File: src/rtl/tstate_seq.sv
// tstate_seq: parametrised T-state sequencer for the control unit.
// Produces the micro-step number T. T advances on the falling edge of clk,
// wraps to 0 after LAST_T or on an early end-of-instruction (eoi), and holds
// while stall is high. Every return to T0 counts one retired instruction.
// T itself is the sequencer state; it is exported directly on port T.
// Optional feature macro: TSTATE_ONEHOT_EN adds a registered one-hot decode
// of T on T_onehot. Without the macro, T_onehot is tied to zero.
module tstate_seq #(
  parameter int TBITS    = 3,
  parameter int LAST_T   = 7,
  parameter int ICOUNT_W = 16
) (
  input  logic                clk,
  input  logic                reset,
  input  logic                stall,
  input  logic                eoi,
  output logic [TBITS-1:0]    T,
  output logic                last,
  output logic [LAST_T:0]     T_onehot,
  output logic [ICOUNT_W-1:0] icount
);

  localparam logic [TBITS-1:0] LAST_T_V = LAST_T[TBITS-1:0];

  logic [TBITS-1:0]    t_q, t_d;
  logic [ICOUNT_W-1:0] icount_q, icount_d;
  logic                wrap;

  // Any T at or above LAST_T returns to T0, so a corrupted T self-recovers.
  assign wrap = eoi || (t_q >= LAST_T_V);

  // Next T-state and instruction count; stall freezes everything and drops eoi.
  always_comb begin
    t_d      = t_q;
    icount_d = icount_q;
    if (!stall) begin
      if (wrap) begin
        t_d      = '0;
        icount_d = icount_q + ICOUNT_W'(1);
      end else begin
        t_d = t_q + TBITS'(1);
      end
    end
  end

  // State register: falling-edge clocked, async reset to T0 with zero count.
  always_ff @(negedge clk or posedge reset) begin
    if (reset) begin
      t_q      <= '0;
      icount_q <= '0;
    end else begin
      t_q      <= t_d;
      icount_q <= icount_d;
    end
  end

  assign T      = t_q;
  assign icount = icount_q;

  // Early warning for microcode prefetch: the coming edge returns T to 0.
  assign last = !reset && !stall && wrap;

`ifdef TSTATE_ONEHOT_EN
  logic [LAST_T:0] onehot_q, onehot_d;

  // Decode from the next T so the one-hot register stays aligned with t_q.
  always_comb begin
    onehot_d = '0;
    for (int i = 0; i <= LAST_T; i++) begin
      onehot_d[i] = (t_d == i[TBITS-1:0]);
    end
  end

  // One-hot register: same edges and reset as T, reset value is T0 decoded.
  always_ff @(negedge clk or posedge reset) begin
    if (reset) begin
      onehot_q <= {{LAST_T{1'b0}}, 1'b1};
    end else begin
      onehot_q <= onehot_d;
    end
  end

  assign T_onehot = onehot_q;
`else
  assign T_onehot = '0;
`endif

endmodule

File: config.mk
export PLATFORM = sky130hd
export DESIGN_NAME = tstate_seq
export DESIGN_NICKNAME = d
export VERILOG_FILES = /design/src/rtl/tstate_seq.sv
export SDC_FILE = /design/constraint.sdc
export NUM_CORES = 1
export LEC_CHECK = 0
export CAP_MARGIN = 20
export CORE_UTILIZATION = 40
export CTS_CLUSTER_DIAMETER = 80
export DETAILED_ROUTE_END_ITERATION = 6
export PLACE_DENSITY = 0.74
export SYNTH_ARGS = -nofsm -noshare
export SYNTH_HDL_FRONTEND = slang
export SYNTH_SLANG_ARGS = --single-unit
File: constraint.sdc
create_clock -name clk -period 1.9 [get_ports clk]
set_clock_uncertainty 0.1 [all_clocks]
set_input_delay 0.19 -clock clk [delete_from_list [all_inputs] [get_ports clk]]
set_output_delay 0.19 -clock clk [all_outputs]
set_load 0.005 [all_outputs]
==> results.cfg, run 1 <==
[placement]
port_buffers = 23
place_area_sq_um = 1388
finalWeightedCongestion = 0.7494
post-place-ws_ns = -1.026
hpwlAfterDp_um = 1495

[route]
first_pass_iters = 4
antenna_left = 0
wl_per_cell_um = 12.23
wl_met2_um = 1172
m1WireLength_um = 879
vias_per_cell = 4.672
drt-total-wl_um = 2165
wl_met3_um = 95
drcViolationCount = 0
via_count = 827
maxUsedRoutingLayer = met4
drtIter0Drc = 2

[synth]
yosysWarnings = 0
avgSynthCellArea_sq_um = 11.78
yosysUniqueCellTypes = 25
synth-edff-count = 0
async_flop_share_pct = 100.0
netlist_area_sq_um = 965.9
yosysTopAreaCell = dfrtn_1
synth.most_common_cell = dfrtn_1
ys_dominant_reg_cell = dfrtn_1
yosys-top-cells-count = dfrtn_1, xnor2_1, nand2_1
ys_seq_area_share_pct = 49.22
synth_seq_cells = 19
yosysTopAreaCellShare_pct = 49.22
synth_cells = 82
synthTopCellsByArea = dfrtn_1, xnor2_1, buf_4, ha_1, nand2_1

[floorplan]
io_pins = 32
core_area_sq_um = 2255
die_h_um = 51.14
start_util_pct = 42.84
rows = 17
dieArea_sq_um = 2615
die_w_um = 51.14

[critical_path]
worst_setup_path_end_kind = output port
worstSetupStartpointType = flop
cp_max_fo = 2
crit_path_cell_trace = ha_2 > ha_4 > a311oi_4 > nor3_2 > buf_2
slowest_stage = dfrtn_1
criticalPathCategory = flop to output port
crit_arrival_ns = 2.42
cp_data_required_time_ns = 1.61
max_stage_delay_ns = 0.36

[clocking]
hold_buffers = 0
path_clk_slew_ns = 0.08
insertion_delay_ns = 0.29
clock-sinks = 19
cts_max_path_buffers = 2
cts_buffers = 3
cts_tree = yes
root_buffer = clkbuf_4
htreeDepth = 1

[timing]
rsz0062_at_grt = true
finalHoldViolations = 0
setup_viol_count_final = 38
drv_slew = 0
finalWorstSetupSlack_ns = -0.8069

[power]
power_density_nw_per_um2 = 807.0
intPower_mw = 0.8450
p_leak_nw = 0.7826
power_frac_clock_pct = 16.2
seqPwrFrac_pct = 41.9
p_sw_share_pct = 31.63
pwr-share-comb_pct = 41.9
power_mw = 1.236
power.switching_mw = 0.3909
ir_drop_v = 0.0007849

[global_route]
grt_remaining_overflow = 0
grt_max_degree = 14
grt_pass1_wl_um = 3581
antenna_found_initial = 0
grt_pass1_vias = 866
grtUsageTotal_pct = 18.68

[final_layout]
drive_above_1_share_pct = 56.38
fin_nets = 157
multi_input_comb_area_sq_um = 501.7
syn_to_final_growth_pct = 58.55
diodes = 0
final_area_sq_um = 1531
final-seq-area_sq_um = 475.5
fillers = 195

[status]
status = complete, but fails checks
violations = negative setup slack

[flow_run]
maxCapViolations = 0

[worst_hold_path]
hold_class = flop to flop
==> logic make-up (layout without fill, tap and decap cells) <==
| kind of cell | Yosys count | after routing | synth area share (%) |
|---|---|---|---|
| AO/OA/AOI/OAI | 5 | 5 | 5.700 |
| XOR/XNOR | 15 | 15 | 13.60 |
| adder cells (fa/ha/maj) | 3 | 3 | 3.886 |
| buffers and inverters | 10 | 70 | 7.124 |
| flip-flops | 19 | 19 | 49.22 |
| multiplexers | 1 | 1 | 1.166 |
| other | 1 | 8 | 0.3882 |
| AND/OR/NAND/NOR | 28 | 28 | 18.91 |
==> path summary, 6_finish.rpt <==
path	startpoint	to	cells after the start	slack (ns)
max	T[0]$_DFFE_NP0N_	last	5	-0.81
min	icount[15]$_DFFE_NP0P_	icount[15]$_DFFE_NP0P_	2	0.41
max reg2reg	T[0]$_DFFE_NP0N_	icount[5]$_DFFE_NP0P_	9	-0.06
min reg2reg	icount[15]$_DFFE_NP0P_	icount[15]$_DFFE_NP0P_	2	0.41
max in group asynchronous	reset	icount[3]$_DFFE_NP0P_	3	0.50
min in group asynchronous	reset	icount[6]$_DFFE_NP0P_	3	1.03
==> layout by cell type, fill, tap and decap left out, types with 2 or more instances in the layout <==
cell type,n
nand2_2,5
buf_2,17
buf_4,38
xor2_1,3
xnor2_1,12
nand3_1,5
a22o_1,2
buf_6,5
dfrtn_1,19
clkbuf_4,3
conb_1,8
nand2_1,4
nand4_1,4
==> power by group through the flow <==
stage                     sequential [mW]  clock (mW)  combinational, mW
after global placement              0.524           0              0.486
final                               0.518       0.201              0.518
after global routing                0.525       0.233              0.557
after floorplan                     0.586           0              0.151
after detailed placement            0.524           0              0.493
after CTS                           0.518       0.214              0.474
==> per-stage QoR <==
stage                     cells  setup TNS (ns)  hold slack [ns]  utilization [%]
after global routing        177          -8.985           0.4601            67.92
final                       177          -7.732           0.4084            67.92
after floorplan              89          -4.289           0.3047                -
after global placement      154          -20.70           0.4228            61.54
after CTS                   168          -8.460           0.4331            64.65
after detailed placement    154          -21.82           0.4271            61.54
==> state kept, by name (all words and copies together), names as in the netlist <==
name and cells:
icount 16, T 3
==> critical path: cells and delay by family, from the launching register on <==
family / cells / cell delay (ns)
DFF: 1 / 0.36
AOI/OAI and AO/OA: 1 / 0.25
adders and majority gates: 2 / 0.36
and+or+nand+nor: 1 / 0.06
buffers and inverters: 1 / 0.13
==> cell type report <==
type	instances	area share, %
tap	28	2.288
clock inverter	1	0.3268
sequential	19	31.05
clock buffer	3	1.471
inverter	1	0.2451
multi-input combinational	60	32.76
timing repair buffer	65	31.86
==> what timing repair did <==
item,in CTS,in global routing
setup endpoints to repair,39,38
gates resized for setup,97,9
setup buffers,10,11
pin swaps,12,12
==> routing by layer <==
layer  GRT usage [%]  vias up
li1                -      406
met4           6.019        0
met2           38.60       26
met5               0        -
met1           18.71      393
met3           2.083        2
Power figures use the tool's default switching activity.
==> inputs of run 2 (changes only) <==
--- a/config.mk
+++ b/config.mk
@@ -13,3 +13,4 @@
 export SYNTH_ARGS = -nofsm -noshare
 export SYNTH_HDL_FRONTEND = slang
 export SYNTH_SLANG_ARGS = --single-unit
+export TNS_END_PERCENT = 1
==> results.cfg, run 2 (synthesized netlist as in run 1, its figures left out) <==
[status]
status = complete, but fails checks
violations = negative setup slack

[floorplan]
core_area_sq_um = 2255
rows = 17
start_util_pct = 42.84
die_h_um = 51.14
dieArea_sq_um = 2615
die_w_um = 51.14
io_pins = 32

[power]
power_frac_clock_pct = 17.5
pwr-share-comb_pct = 38.3
p_sw_share_pct = 31.62
seqPwrFrac_pct = 44.1
power_density_nw_per_um2 = 857.7
power.switching_mw = 0.3706
ir_drop_v = 0.0005595
p_leak_nw = 0.6758
intPower_mw = 0.8013

[critical_path]
cp_max_fo = 2
cp_data_required_time_ns = 1.61
cp-startpoint = T[0]$_DFFE_NP0N_
reg2reg_slack_ns = -0.03
crit_path_end = last
max_stage_delay_ns = 0.36
crit_arrival_ns = 2.39
reg2reg_from = T[1]$_DFFE_NP0N_
r2r_end = icount[8]$_DFFE_NP0P_
crit_path_cell_trace = ha_2 > ha_4 > a311oi_4 > nor3_2 > buf_2
ff2ff_path_depth = 7
slowest_stage = dfrtn_1
worstSetupStartpointType = flop
worst_setup_path_end_kind = output port
criticalPathCategory = flop to output port

[final_layout]
final_cell_mix = buf_4, dfrtn_1, buf_2
drive_above_1_share_pct = 43.51
finish.utilization_pct = 60.60
final-seq-area_sq_um = 475.5
fillers = 204
diodes = 0
layout_commonest_cell = buf_4
multi_input_comb_area_sq_um = 480.5
largest_register_ffs = 16
fin_nets = 139
final_cells = 159
syn_to_final_growth_pct = 41.45

[timing]
drv_slew = 0
setup_viol_count_final = 38
finalWorstSetupSlack_ns = -0.7824
hold_slack_ns = 0.3542
finalHoldViolations = 0
rsz0062_at_grt = true

[clocking]
clock-sinks = 19
cts_max_path_buffers = 2
cts_tree = yes
cts_buffers = 3
hold_buffers = 0
path_clk_slew_ns = 0.07
htreeDepth = 1
root_buffer = clkbuf_4
insertion_delay_ns = 0.29

[route]
first_pass_iters = 5
drt-total-wl_um = 2032
vias_per_cell = 4.925
wl_per_cell_um = 12.78
drcViolationCount = 0
antenna_left = 0
drtIter0Drc = 8
via_count = 783

[global_route]
grt_pass1_vias = 804
grtUsageTotal_pct = 17.83
antenna_found_initial = 0
grt_max_degree = 20
grt_pass1_wl_um = 3477
grt_remaining_overflow = 0

[placement]
dp_cells = 153
finalWeightedCongestion = 0.7338
hpwlAfterDp_um = 1409
port_buffers = 23

[worst_hold_path]
hold_class = flop to flop

[flow_run]
maxCapViolations = 0
==> run 2: cell types whose count changed in the layout (fill, tap and decap cells not counted), sizes merged <==
cell           before  now
dlygate4sd2         0    2
clkinv              1    0
buf                62   42
clkdlybuf4s50       1    2
==> run 2: layout make-up <==
class                   instances  area share, %
clock buffers                   4          1.923
inverters                       1         0.2747
multi-input cells              60          35.16
flip-flops and latches         19          34.80
well taps                      28          2.564
repair buffers                 47          25.27
==> run 2: how the worst min path moves through the flow <==
stage                                 startpoint  slack, ns                endpoint  cells past startpoint
final                     icount[15]$_DFFE_NP0P_       0.35  icount[15]$_DFFE_NP0P_                      1
after global routing      icount[15]$_DFFE_NP0P_       0.38  icount[15]$_DFFE_NP0P_                      1
after CTS                 icount[15]$_DFFE_NP0P_       0.36  icount[15]$_DFFE_NP0P_                      1
after detailed placement  icount[15]$_DFFE_NP0P_       0.34  icount[15]$_DFFE_NP0P_                      1
after global placement    icount[15]$_DFFE_NP0P_       0.32  icount[15]$_DFFE_NP0P_                      1
after floorplan                            reset       0.30                    last                      1
==> run 2: routing by layer <==
layer,up-vias,share of wire (%),GRT usage [%]
met5,-,0,0
met4,0,2.0,9.259
met3,6,3.7,2.381
met2,21,52,30.04
met1,388,42,22.05
li1,368,-,-
==> run 2: critical path, delay by kind of cell (launching register included) <==
kind,cells,cell delay (ns)
fa+ha+maj,2,0.38
flops,1,0.36
compound gates,1,0.23
buf+inv,1,0.13
simple gates,1,0.05
==> run 2: power groups by stage <==
stage / Clock, mW / Sequential, mW / Combinational, mW
after detailed placement: 0 / 0.527 / 0.494
after floorplan: 0 / 0.586 / 0.148
after CTS: 0.208 / 0.519 / 0.451
final: 0.206 / 0.517 / 0.449
after global routing: 0.225 / 0.529 / 0.491
after global placement: 0 / 0.521 / 0.484
==> run 2: repair_timing <==
item	4_1_cts	5_1_grt
buffers inserted	2	0
resized for setup	83	1
setup endpoints to repair	39	39
pin swaps	8	5
==> run 2: metrics by stage <==
stage	setup TNS, ns	power, mW	instance area (sq um)	worst slack (ns)
2_1_floorplan	-5.166	0.7338	1002	-0.5835
4_1_cts	-8.528	1.178	1366	-0.8431
5_1_grt	-10.43	1.245	1366	-0.8722
6_report	-8.781	1.172	1366	-0.7824
3_3_place_gp	-20.28	1.006	1380	-0.9557
3_5_place_dp	-20.95	1.022	1380	-0.9854
==> inputs of run 3 (changes only) <==
--- a/config.mk
+++ b/config.mk
@@ -13,4 +13,4 @@
 export SYNTH_ARGS = -nofsm -noshare
 export SYNTH_HDL_FRONTEND = slang
 export SYNTH_SLANG_ARGS = --single-unit
-export TNS_END_PERCENT = 1
+export TNS_END_PERCENT = 50
==> results.cfg, run 3 (synthesized netlist as in run 1, its figures left out) <==
[status]
status = complete, but fails checks
violations = negative setup slack

[critical_path]
crit_arrival_ns = 2.44
worst_setup_path_end_kind = output port
criticalPathCategory = flop to output port
cp_data_required_time_ns = 1.61
worstSetupStartpointType = flop
cp_max_fo = 2

[timing]
drv_slew = 0
setup_viol_count_final = 36
finalHoldViolations = 0
finalWorstSetupSlack_ns = -0.8258
final.setup.tns_ns = -7.963
rsz0062_at_grt = true

[clocking]
clock-sinks = 19
cts_buffers = 3
cts_tree = yes
path_clk_slew_ns = 0.07
insertion_delay_ns = 0.28
root_buffer = clkbuf_4
cts_max_path_buffers = 2
htreeDepth = 1

[route]
antenna_left = 0
vias_per_cell = 4.753
via_count = 808
drt-total-wl_um = 2024
wl_per_cell_um = 11.91
drtIter0Drc = 4
first_pass_iters = 4
drcViolationCount = 0

[global_route]
grt_pass1_vias = 800
antenna_found_initial = 0
grt_max_degree = 11
grtUsageTotal_pct = 17.58
grt_remaining_overflow = 0
grt_pass1_wl_um = 3491

[floorplan]
core_area_sq_um = 2255
die_w_um = 51.14
start_util_pct = 42.84
rows = 17
io_pins = 32
dieArea_sq_um = 2615
die_h_um = 51.14

[final_layout]
fillers = 188
syn_to_final_growth_pct = 49.48
drive_above_1_share_pct = 49.30
layout_commonest_cell = buf_4
diodes = 0
final_cell_mix = buf_4, dfrtn_1, buf_2
final_area_sq_um = 1444
fin_nets = 150
largest_register_ffs = 16
finish.utilization_pct = 64.04

[power]
ir_drop_v = 0.0007661
power_density_nw_per_um2 = 813.4
power_mw = 1.175
p_leak_nw = 0.7334

[worst_hold_path]
hold_class = flop to flop

[placement]
port_buffers = 23
hpwlAfterDp_um = 1478
place_area_sq_um = 1383
finalWeightedCongestion = 0.7666

[flow_run]
maxCapViolations = 0
## run 3: cell count changes in the layout (fill, tap and decap cells not counted), sizes merged
cell           delta
dlygate4sd2       -1
clkbuf            +1
buf              +12
clkdlybuf4s50     -1
## run 3: per-stage QoR
stage / hold WS, ns / std cells / worst slack (ns)
after CTS: 0.4311 / 169 / -0.8880
after global placement: 0.4172 / 155 / -0.9602
after floorplan: 0.3047 / 89 / -0.5825
after detailed placement: 0.4287 / 155 / -1.028
after global routing: 0.4445 / 170 / -0.8740
final: 0.4277 / 170 / -0.8258
## run 3: worst paths after layout
path | from | endpoint | slack (ns) | depth (start not counted)
min | icount[11]$_DFFE_NP0P_ | icount[11]$_DFFE_NP0P_ | 0.43 | 2
min in group asynchronous | reset | T[1]$_DFFE_NP0N_ | 0.99 | 3
min reg2reg | icount[11]$_DFFE_NP0P_ | icount[11]$_DFFE_NP0P_ | 0.43 | 2
max | T[0]$_DFFE_NP0N_ | last | -0.83 | 5
max reg2reg | T[0]$_DFFE_NP0N_ | icount[8]$_DFFE_NP0P_ | 0.02 | 7
max in group asynchronous | reset | icount[5]$_DFFE_NP0P_ | 0.54 | 3
## run 3: layout make-up
cell class | count | area, sq um | area share (%)
well taps | 28 | 35.03 | 2.426
clock buffers | 4 | 26.28 | 1.820
flip-flops and latches | 19 | 475.5 | 32.93
inverters | 1 | 3.754 | 0.2600
multi-input cells | 60 | 493.0 | 34.14
repair buffers | 58 | 410.4 | 28.42
## run 3: routing by layer
metal,GRT usage (%),wire length (um),up-vias
li1,-,-,388
met1,23.16,873,394
met2,31.36,1065,26
met3,1.786,86,0
met4,2.778,0,0
met5,0,0,-
## run 3: critical path, stage by stage (launching register included)
cell	delay (ns)
dfrtn_1	0.36
ha_2	0.21
ha_4	0.17
a311oi_4	0.25
nor3_2	0.08
buf_2	0.13
## run 3: repair_timing
item	4_1_cts	5_1_grt
pin swaps	13	7
endpoints found under the setup margin	39	39
resized for setup	87	6
buffers inserted	10	3
hold buffers	0	0
## run 3: where the power goes
part	switching, mW	internal (mW)	total (mW)
logic	0.214	0.250	0.464
registers	0.0345	0.481	0.515
clock network	0.114	0.0814	0.195
